--- src/rtl/mem_access_unit_if.sv ---
// rtl/mem_access_unit_if.sv - request/response bus between the MEM stage and the memory access unit
interface mem_access_unit_if;
   logic        req_valid;
   logic        req_ready;
   logic        mem_write;
   logic [2:0]  mem_op;
   logic        load_sign;
   logic [31:0] addr;
   logic [31:0] wdata;
   logic        rsp_valid;
   logic [31:0] rsp_data;
   logic        rsp_err;

   modport master (
      output req_valid, mem_write, mem_op, load_sign, addr, wdata,
      input  req_ready, rsp_valid, rsp_data, rsp_err
   );

   modport slave (
      input  req_valid, mem_write, mem_op, load_sign, addr, wdata,
      output req_ready, rsp_valid, rsp_data, rsp_err
   );
endinterface

--- src/rtl/mem_access_unit.sv ---
// rtl/mem_access_unit.sv - MEM-stage byte/half/word access unit over a word-wide RAM, sub-word stores by read-modify-write
// Optional alignment checking: MEMACC_ALIGN_CHECK_EN
module mem_access_unit #(
   parameter int RAM_AW = 10
) (
   input  logic              clk,
   input  logic              rst_n,
   mem_access_unit_if.slave  bus,
   output logic              stall,
   output logic              ram_en,
   output logic              ram_we,
   output logic [RAM_AW-1:0] ram_addr,
   output logic [31:0]       ram_wdata,
   input  logic [31:0]       ram_rdata
);

   localparam logic [2:0] OP_B = 3'b001;
   localparam logic [2:0] OP_H = 3'b010;
   localparam logic [2:0] OP_W = 3'b100;

   typedef enum logic [2:0] {S_IDLE, S_RD, S_WR, S_LD, S_MRG} state_t;

   state_t              r_state;
   state_t              w_next;
   logic [RAM_AW+1:0]   r_addr;
   logic [31:0]         r_wdata;
   logic [2:0]          r_op;
   logic                r_we;
   logic                r_sign;
   logic                r_rsp_valid;
   logic                r_rsp_err;
   logic [31:0]         r_rsp_data;

   logic                w_accept;
   logic                w_op_bad;
   logic                w_misalign;
   logic                w_req_err;
   logic                w_err_accept;
   logic [7:0]          w_byte;
   logic [15:0]         w_half;
   logic [31:0]         w_load_ext;
   logic [31:0]         w_merge;

   assign w_accept = bus.req_valid && (r_state == S_IDLE);
   assign w_op_bad = !((bus.mem_op == OP_B) || (bus.mem_op == OP_H) || (bus.mem_op == OP_W));
`ifdef MEMACC_ALIGN_CHECK_EN
   assign w_misalign = ((bus.mem_op == OP_H) && bus.addr[0]) ||
                       ((bus.mem_op == OP_W) && (bus.addr[1:0] != 2'b00));
`else
   assign w_misalign = 1'b0;
`endif
   assign w_req_err    = w_op_bad || w_misalign;
   assign w_err_accept = w_accept && w_req_err;

   always_ff @(posedge clk or negedge rst_n) begin
      if (!rst_n) begin
         r_state <= S_IDLE;
      end else begin
         r_state <= w_next;
      end
   end

   always_comb begin
      w_next = S_IDLE;
      case (r_state)
         S_IDLE: begin
            if (w_accept && !w_req_err) begin
               w_next = (bus.mem_write && (bus.mem_op == OP_W)) ? S_WR : S_RD;
            end
         end
         S_RD:    w_next = r_we ? S_MRG : S_LD;
         default: w_next = S_IDLE;
      endcase
   end

   always_comb begin
      bus.req_ready = (r_state == S_IDLE);
      stall         = (r_state != S_IDLE);
      ram_en        = (r_state == S_RD) || (r_state == S_WR) || (r_state == S_MRG);
      ram_we        = (r_state == S_WR) || (r_state == S_MRG);
      ram_wdata     = (r_state == S_MRG) ? w_merge : r_wdata;
   end

   assign ram_addr = r_addr[RAM_AW+1:2];

   // Lane extraction for loads and lane replacement for the RMW write both key off the latched address.
   always_comb begin
      w_byte = 8'h00;
      case (r_addr[1:0])
         2'd0:    w_byte = ram_rdata[7:0];
         2'd1:    w_byte = ram_rdata[15:8];
         2'd2:    w_byte = ram_rdata[23:16];
         default: w_byte = ram_rdata[31:24];
      endcase
      w_half = r_addr[1] ? ram_rdata[31:16] : ram_rdata[15:0];
      w_load_ext = ram_rdata;
      if (r_op == OP_B) begin
         w_load_ext = r_sign ? {{24{w_byte[7]}}, w_byte} : {24'h000000, w_byte};
      end else if (r_op == OP_H) begin
         w_load_ext = r_sign ? {{16{w_half[15]}}, w_half} : {16'h0000, w_half};
      end
      w_merge = ram_rdata;
      if (r_op == OP_B) begin
         w_merge[{r_addr[1:0], 3'b000} +: 8] = r_wdata[7:0];
      end else if (r_op == OP_H) begin
         w_merge[{r_addr[1], 4'b0000} +: 16] = r_wdata[15:0];
      end
   end

   always_ff @(posedge clk or negedge rst_n) begin
      if (!rst_n) begin
         r_addr  <= '0;
         r_wdata <= '0;
         r_op    <= '0;
         r_we    <= 1'b0;
         r_sign  <= 1'b0;
      end else if (w_accept) begin
         r_addr  <= bus.addr[RAM_AW+1:0];
         r_wdata <= bus.wdata;
         r_op    <= bus.mem_op;
         r_we    <= bus.mem_write;
         r_sign  <= bus.load_sign;
      end
   end

   // Completion pulses in the IDLE cycle following the last access cycle, or right after an error accept.
   always_ff @(posedge clk or negedge rst_n) begin
      if (!rst_n) begin
         r_rsp_valid <= 1'b0;
         r_rsp_err   <= 1'b0;
         r_rsp_data  <= '0;
      end else begin
         r_rsp_valid <= w_err_accept || (r_state == S_LD) || (r_state == S_MRG) || (r_state == S_WR);
         r_rsp_err   <= w_err_accept;
         if (r_state == S_LD) begin
            r_rsp_data <= w_load_ext;
         end else if (w_err_accept || (r_state == S_MRG) || (r_state == S_WR)) begin
            r_rsp_data <= '0;
         end
      end
   end

   assign bus.rsp_valid = r_rsp_valid;
   assign bus.rsp_err   = r_rsp_err;
   assign bus.rsp_data  = r_rsp_data;

endmodule

--- src/flat_wrapper.sv ---
// flat-port wrapper written by rule: the top's interface ports become plain ports
module mem_access_unit_flat 
#(
   parameter int RAM_AW = 10
)
  (clk, rst_n, stall, ram_en, ram_we, ram_addr, ram_wdata, ram_rdata, bus_req_valid, bus_mem_write, bus_mem_op, bus_load_sign, bus_addr, bus_wdata, bus_req_ready, bus_rsp_valid, bus_rsp_data, bus_rsp_err);
  mem_access_unit_if bus_i ();
  input  logic clk;
  input  logic rst_n;
  output logic stall;
  output logic ram_en;
  output logic ram_we;
  output logic [RAM_AW-1:0] ram_addr;
  output logic [31:0] ram_wdata;
  input  logic [31:0] ram_rdata;
  input wire logic [$bits(bus_i.req_valid)-1:0] bus_req_valid;
  input wire logic [$bits(bus_i.mem_write)-1:0] bus_mem_write;
  input wire logic [$bits(bus_i.mem_op)-1:0] bus_mem_op;
  input wire logic [$bits(bus_i.load_sign)-1:0] bus_load_sign;
  input wire logic [$bits(bus_i.addr)-1:0] bus_addr;
  input wire logic [$bits(bus_i.wdata)-1:0] bus_wdata;
  output wire logic [$bits(bus_i.req_ready)-1:0] bus_req_ready;
  output wire logic [$bits(bus_i.rsp_valid)-1:0] bus_rsp_valid;
  output wire logic [$bits(bus_i.rsp_data)-1:0] bus_rsp_data;
  output wire logic [$bits(bus_i.rsp_err)-1:0] bus_rsp_err;
  assign bus_i.req_valid = bus_req_valid;
  assign bus_i.mem_write = bus_mem_write;
  assign bus_i.mem_op = bus_mem_op;
  assign bus_i.load_sign = bus_load_sign;
  assign bus_i.addr = bus_addr;
  assign bus_i.wdata = bus_wdata;
  assign bus_req_ready = bus_i.req_ready;
  assign bus_rsp_valid = bus_i.rsp_valid;
  assign bus_rsp_data = bus_i.rsp_data;
  assign bus_rsp_err = bus_i.rsp_err;
  mem_access_unit #(.RAM_AW(RAM_AW)) u_core (.clk(clk), .rst_n(rst_n), .bus(bus_i), .stall(stall), .ram_en(ram_en), .ram_we(ram_we), .ram_addr(ram_addr), .ram_wdata(ram_wdata), .ram_rdata(ram_rdata));
endmodule
--- config.mk ---
export PLATFORM = sky130hd
export DESIGN_NAME = mem_access_unit_flat
export DESIGN_NICKNAME = d
export VERILOG_FILES = /design/src/rtl/mem_access_unit_if.sv /design/src/rtl/mem_access_unit.sv /design/src/flat_wrapper.sv
export SDC_FILE = /design/constraint.sdc
export NUM_CORES = 1
export LEC_CHECK = 0
export ABC_CLOCK_PERIOD_IN_PS = 4000
export CELL_PAD_IN_SITES_DETAIL_PLACEMENT = 0
export CELL_PAD_IN_SITES_GLOBAL_PLACEMENT = 2
export CORE_MARGIN = 1.5
export CORE_UTILIZATION = 29
export CTS_CLUSTER_DIAMETER = 100
export DETAILED_ROUTE_END_ITERATION = 12
export GPL_ROUTABILITY_DRIVEN = 0
export GPL_TIMING_DRIVEN = 1
export PLACE_DENSITY_LB_ADDON = 0.15
export SYNTH_ARGS = -nofsm -noshare
export SYNTH_HDL_FRONTEND = slang
export SYNTH_SLANG_ARGS = --single-unit
--- constraint.sdc ---
create_clock -name clk -period 4 [get_ports clk]
set_input_delay 0.6 -clock clk [delete_from_list [all_inputs] [get_ports clk]]
set_output_delay 0.6 -clock clk [all_outputs]
set_load 0.02 [all_outputs]
==> impl.org <==
** Run status
- The flow ran to the end, and the final reports show no timing, DRC or antenna violations.

** Die
- The floorplan has 48 rows.
- In this run the standard cell core region covers approximately 17000 µm².
- Starting density of the core :: 29.7%
- # IOs :: 184
- The die covers 18400 µm².
- The die is 136 µm wide.
- In this run the vertical extent of the chip is 136 µm.

** Yosys
- After Yosys synthesis, full adders, half adders and majority gates account for 1.47% of the synthesized area.
- Combinational family with the most area after synthesis :: compound AO/OA/AOI/OAI gates
- Summing the areas of all compound-gate instances in the mapped netlist gives 20.0% of the synthesized area.
- Mapped Area :: 5110 µm²
- Async SR Flop Fraction :: 100%
- Post-synthesis sequential area ratio :: between 40 and 50%
- Share of synthesized cell area in and, or, nand and nor gates :: between 10% and 20%
- Synthesized-area fraction occupied by xor and xnor cells :: 0.514%
- During synthesis, Yosys emitted a total of 0 warnings.
- Mean cell area of the mapped netlist :: roughly 10 µm²
- The number of nets handed over by synthesis was 627.
- The number of different library cells used by synthesis comes to 52.
- In the synthesized netlist, mux cells make up 11.9% of the area.
- Counting flops and latches in the post-synthesis netlist gives 86.
- Number of flops mapped to enable cells by yosys :: 0
- Synthesized instance count :: 517
- For this run, the leading register cell type out of synthesis is sky130_fd_sc_hd__dfrtp_1.

** Critical path
- Slack of the worst reg-to-reg path :: 1.51 ns
- Type of the setup path with the least slack :: register to output port
- STA classifies the critical path startpoint as a register.
- For the worst setup path, the data arrival time is 3.09 ns.
- Worst-path cell with the longest stage delay :: sky130_fd_sc_hd__clkdlybuf4s50_1
- Critical Path End Type :: output port
- Required time reported for the critical path endpoint :: about 3.4 ns
- RR Endpoint :: u_core.bus.rsp_data[7]$_DFFE_PN0P_
- In this design, the stage delay of the slowest critical-path cell is 0.68 ns.
- Crit Path Max Fanout :: 12
- The startpoint identified for the worst register-to-register timing path is u_core.r_op[0]$_DFFE_PN0P_.
- Measured in cells, the most critical reg-to-reg path has a length of 4.
- The critical path goes through inv_1, ha_1, nor2_1, and4_1, a221oi_1, o31ai_1, clkdlybuf4s50_1.
- In this run the worst setup path terminates at ram_wdata[21].
- Worst setup path startpoint :: u_core.r_addr[1]$_DFFE_PN0P_

** Clock tree
- Buffers inserted during clock tree synthesis total 9.
- Counting every sink on the clock net gives 86.
- Clock tree buffer depth :: 2
- Buffers inserted to repair hold after CTS numbered 0.
- The later pin in the worst-skew pair is clocked with a latency of about 0.35 ns.
- CTS placed an instance of sky130_fd_sc_hd__clkbuf_16 at the clock tree root.
- TritonCTS built the clock tree.
- Post-CTS setup buffers :: 0
- In this run the number of H-tree levels came out at 3.
- Clk slew on worst S/H paths :: 0.06 ns

** Detailed routing
- Overall via count from detail_route :: 4496
- DR pass1 iterations :: 5
- Violation count after the first detailed-routing iteration :: between 300 and 400
- DRC violations left :: 0
- Per-cell routed wire length :: 20.9 µm
- For this block, the routed nets add up to 18300 µm of wire.
- The count of nets left with antenna violations once routing finished came out at 0.
- Avg Vias per Cell :: about 5.1

** Power
- Dividing total power by cell area gives a power density of 780 nW/µm².
- IR Drop Worst-Case VDD :: 401 µV
- The analysis attributes to cell leakage a power of 0.00299 µW.
- After layout, the design draws a total of ~5600 µW.

** STA
- The clock arrives with 0.00821 ns of skew.
- The number of endpoints with negative hold slack in the final report is 0.
- The final count of pins violating max slew is 0.
- The worst pin sits at a relative slew slack of between 20% and 30%.
- Tightest hold margin :: 0.384 ns
- Setup Viol. Count Final :: 0
- Max Clock Freq :: 271 MHz
- After layout, the minimum clock period comes to approximately 3.7 ns.
- Post-route setup TNS :: 0 ns
- Minimum setup slack in the final design :: 0.305 ns
- Part of the cycle the worst path needs :: 92.4%
- Actual slew at the worst max-slew pin :: 1.15 ns
- Setup repair after global routing left no endpoint under its margin.

** Global routing
- Entering global routing, the biggest net connects 72 pins.
- The initial antenna violation count is 0.
- Global-route wire length before repair :: 27300 µm
- Global-route total usage across every layer :: ~20%
- Global-route congestion overflow total :: 0
- The via count of the first global-routing pass came to 4438.

** Placed design
- In this run the tool buffered the top-level ports with roughly 160 buffer cells.
- The placed instances occupy a cell area of 6790 µm².
- Summed over all nets, the half-perimeter wirelength after detailed placement is 13400 µm.
- Worst Setup Slack post-DPL :: 0.578 ns

** Hold path
- Worst hold path class :: input port to async pin

** Final layout
- Leaving out fill and tap cells, the most frequent cells in the layout are sky130_fd_sc_hd__clkdlybuf4s50_1 (162), sky130_fd_sc_hd__nand2_1 (101), sky130_fd_sc_hd__dfrtp_1 (86).
- Layout Cell Area excl Fill :: 7120 µm²
- Cells with a size suffix above 1 make up 14.1% of the layout.
- Storage element area :: about 2200 µm²
- From synthesis to final layout, the design area changed by 39.4%.
- The repair_antennas step left the layout with diodes totalling 0.
- Count of fill cells added during filler insertion :: approximately 1700
- Leaving out fill and tap cells, the most frequent cell in the layout is sky130_fd_sc_hd__clkdlybuf4s50_1.
- # nets final :: between 700 and 800
- Multi-input gate area :: 2640 µm²

** Flow run
- Max capacitance violation total :: 0
## critical path, delay by kind of cell (launching register included)
kind            cells  cell delay (ns)
flops               1             0.51
buf+inv             2             0.83
simple gates        2             0.56
fa+ha+maj           1             0.39
compound gates      2             0.46
## cell usage after synthesis (all sizes together), types with 3 or more instances
library cell,instances,share of area [%]
and3,18,2.2
mux2,46,10
a221oi,8,1.4
nor2b,9,1.1
ha,6,1.5
inv,7,0.51
clkbuf,22,1.6
nand3,15,1.5
a221o,7,1.4
dfrtp,86,42
o31ai,9,1.6
or3b,3,0.51
mux2i,9,1.8
a21oi,28,2.8
nand2,101,7.4
a22o,16,2.7
nor2,8,0.59
buf,31,4.3
o2bb2ai,24,5.3
nor3b,4,0.78
o21ai,13,1.3
nand2b,10,1.2
a222oi,7,1.4
a31oi,8,0.98
## routing by layer
| metal | wire length [µm] | GRT usage, % | up-vias |
|---|---|---|---|
| li1 | - | - | 2131 |
| met1 | 8550 | 27.5 | 2196 |
| met2 | 8400 | 31.3 | 153 |
| met3 | 1070 | 5.13 | 16 |
| met4 | 302 | 6.03 | 0 |
| met5 | 0 | 0 | - |
## flip-flops by register name (all words and copies together) (netlist names)
register / count
u_core.r_addr: 12
u_core.r_state: 3
u_core.r_wdata: 32
u_core.r_we: 1
u_core.r_sign: 1
u_core.bus.rsp_data: 32
u_core.bus.rsp_valid: 1
u_core.r_op: 3
u_core.bus.rsp_err: 1
## cell families after synthesis
logic type	after synthesis
xor gates and xnor gates	3
adders and majority gates	6
AOI/OAI and AO/OA	126
buffers and inverters	60
muxes	55
and+or+nand+nor	181
DFF	86
## power breakdown
| group | total, µW | switching [µW] | internal, µW |
|---|---|---|---|
| clock | 929 | 376 | 552 |
| sequential | 1550 | 341 | 1210 |
| combinational | 3080 | 1630 | 1460 |
## through the flow
stage          utilization, %  cells
3_5_place_dp             39.4    861
4_1_cts                  41.3    877
5_1_grt                  41.3    877
6_report                 41.3    877
2_1_floorplan               -    517
3_3_place_gp             39.4    861
## worst min-delay path by stage
stage,depth (start not counted),startpoint,to,slack [ns]
after floorplan,0,rst_n,u_core.bus.rsp_data[0]$_DFFE_PN0P_,0.30
after detailed placement,1,u_core.bus.rsp_data[13]$_DFFE_PN0P_,u_core.bus.rsp_data[13]$_DFFE_PN0P_,0.47
after CTS,1,rst_n,u_core.bus.rsp_data[2]$_DFFE_PN0P_,0.43
after global routing,1,rst_n,u_core.r_wdata[20]$_DFFE_PN0P_,0.47
after global placement,1,u_core.bus.rsp_data[16]$_DFFE_PN0P_,u_core.bus.rsp_data[16]$_DFFE_PN0P_,0.47
final,1,rst_n,u_core.r_wdata[20]$_DFFE_PN0P_,0.38
## what timing repair did
item / in CTS / in global routing
endpoints found under the setup margin: 0 / 2
gates resized for setup: 0 / 1
hold endpoints to repair: 0 / 0
## layout make-up
class                   count  area share [%]
inverters                   7           0.369
multi-input cells         371            37.1
repair buffers            172            23.8
flip-flops and latches     86            30.2
well taps                 225            3.95
clock buffers              10            3.21
clock inverters             6            1.32
No activity file was read; power rests on OpenSTA's default activity.
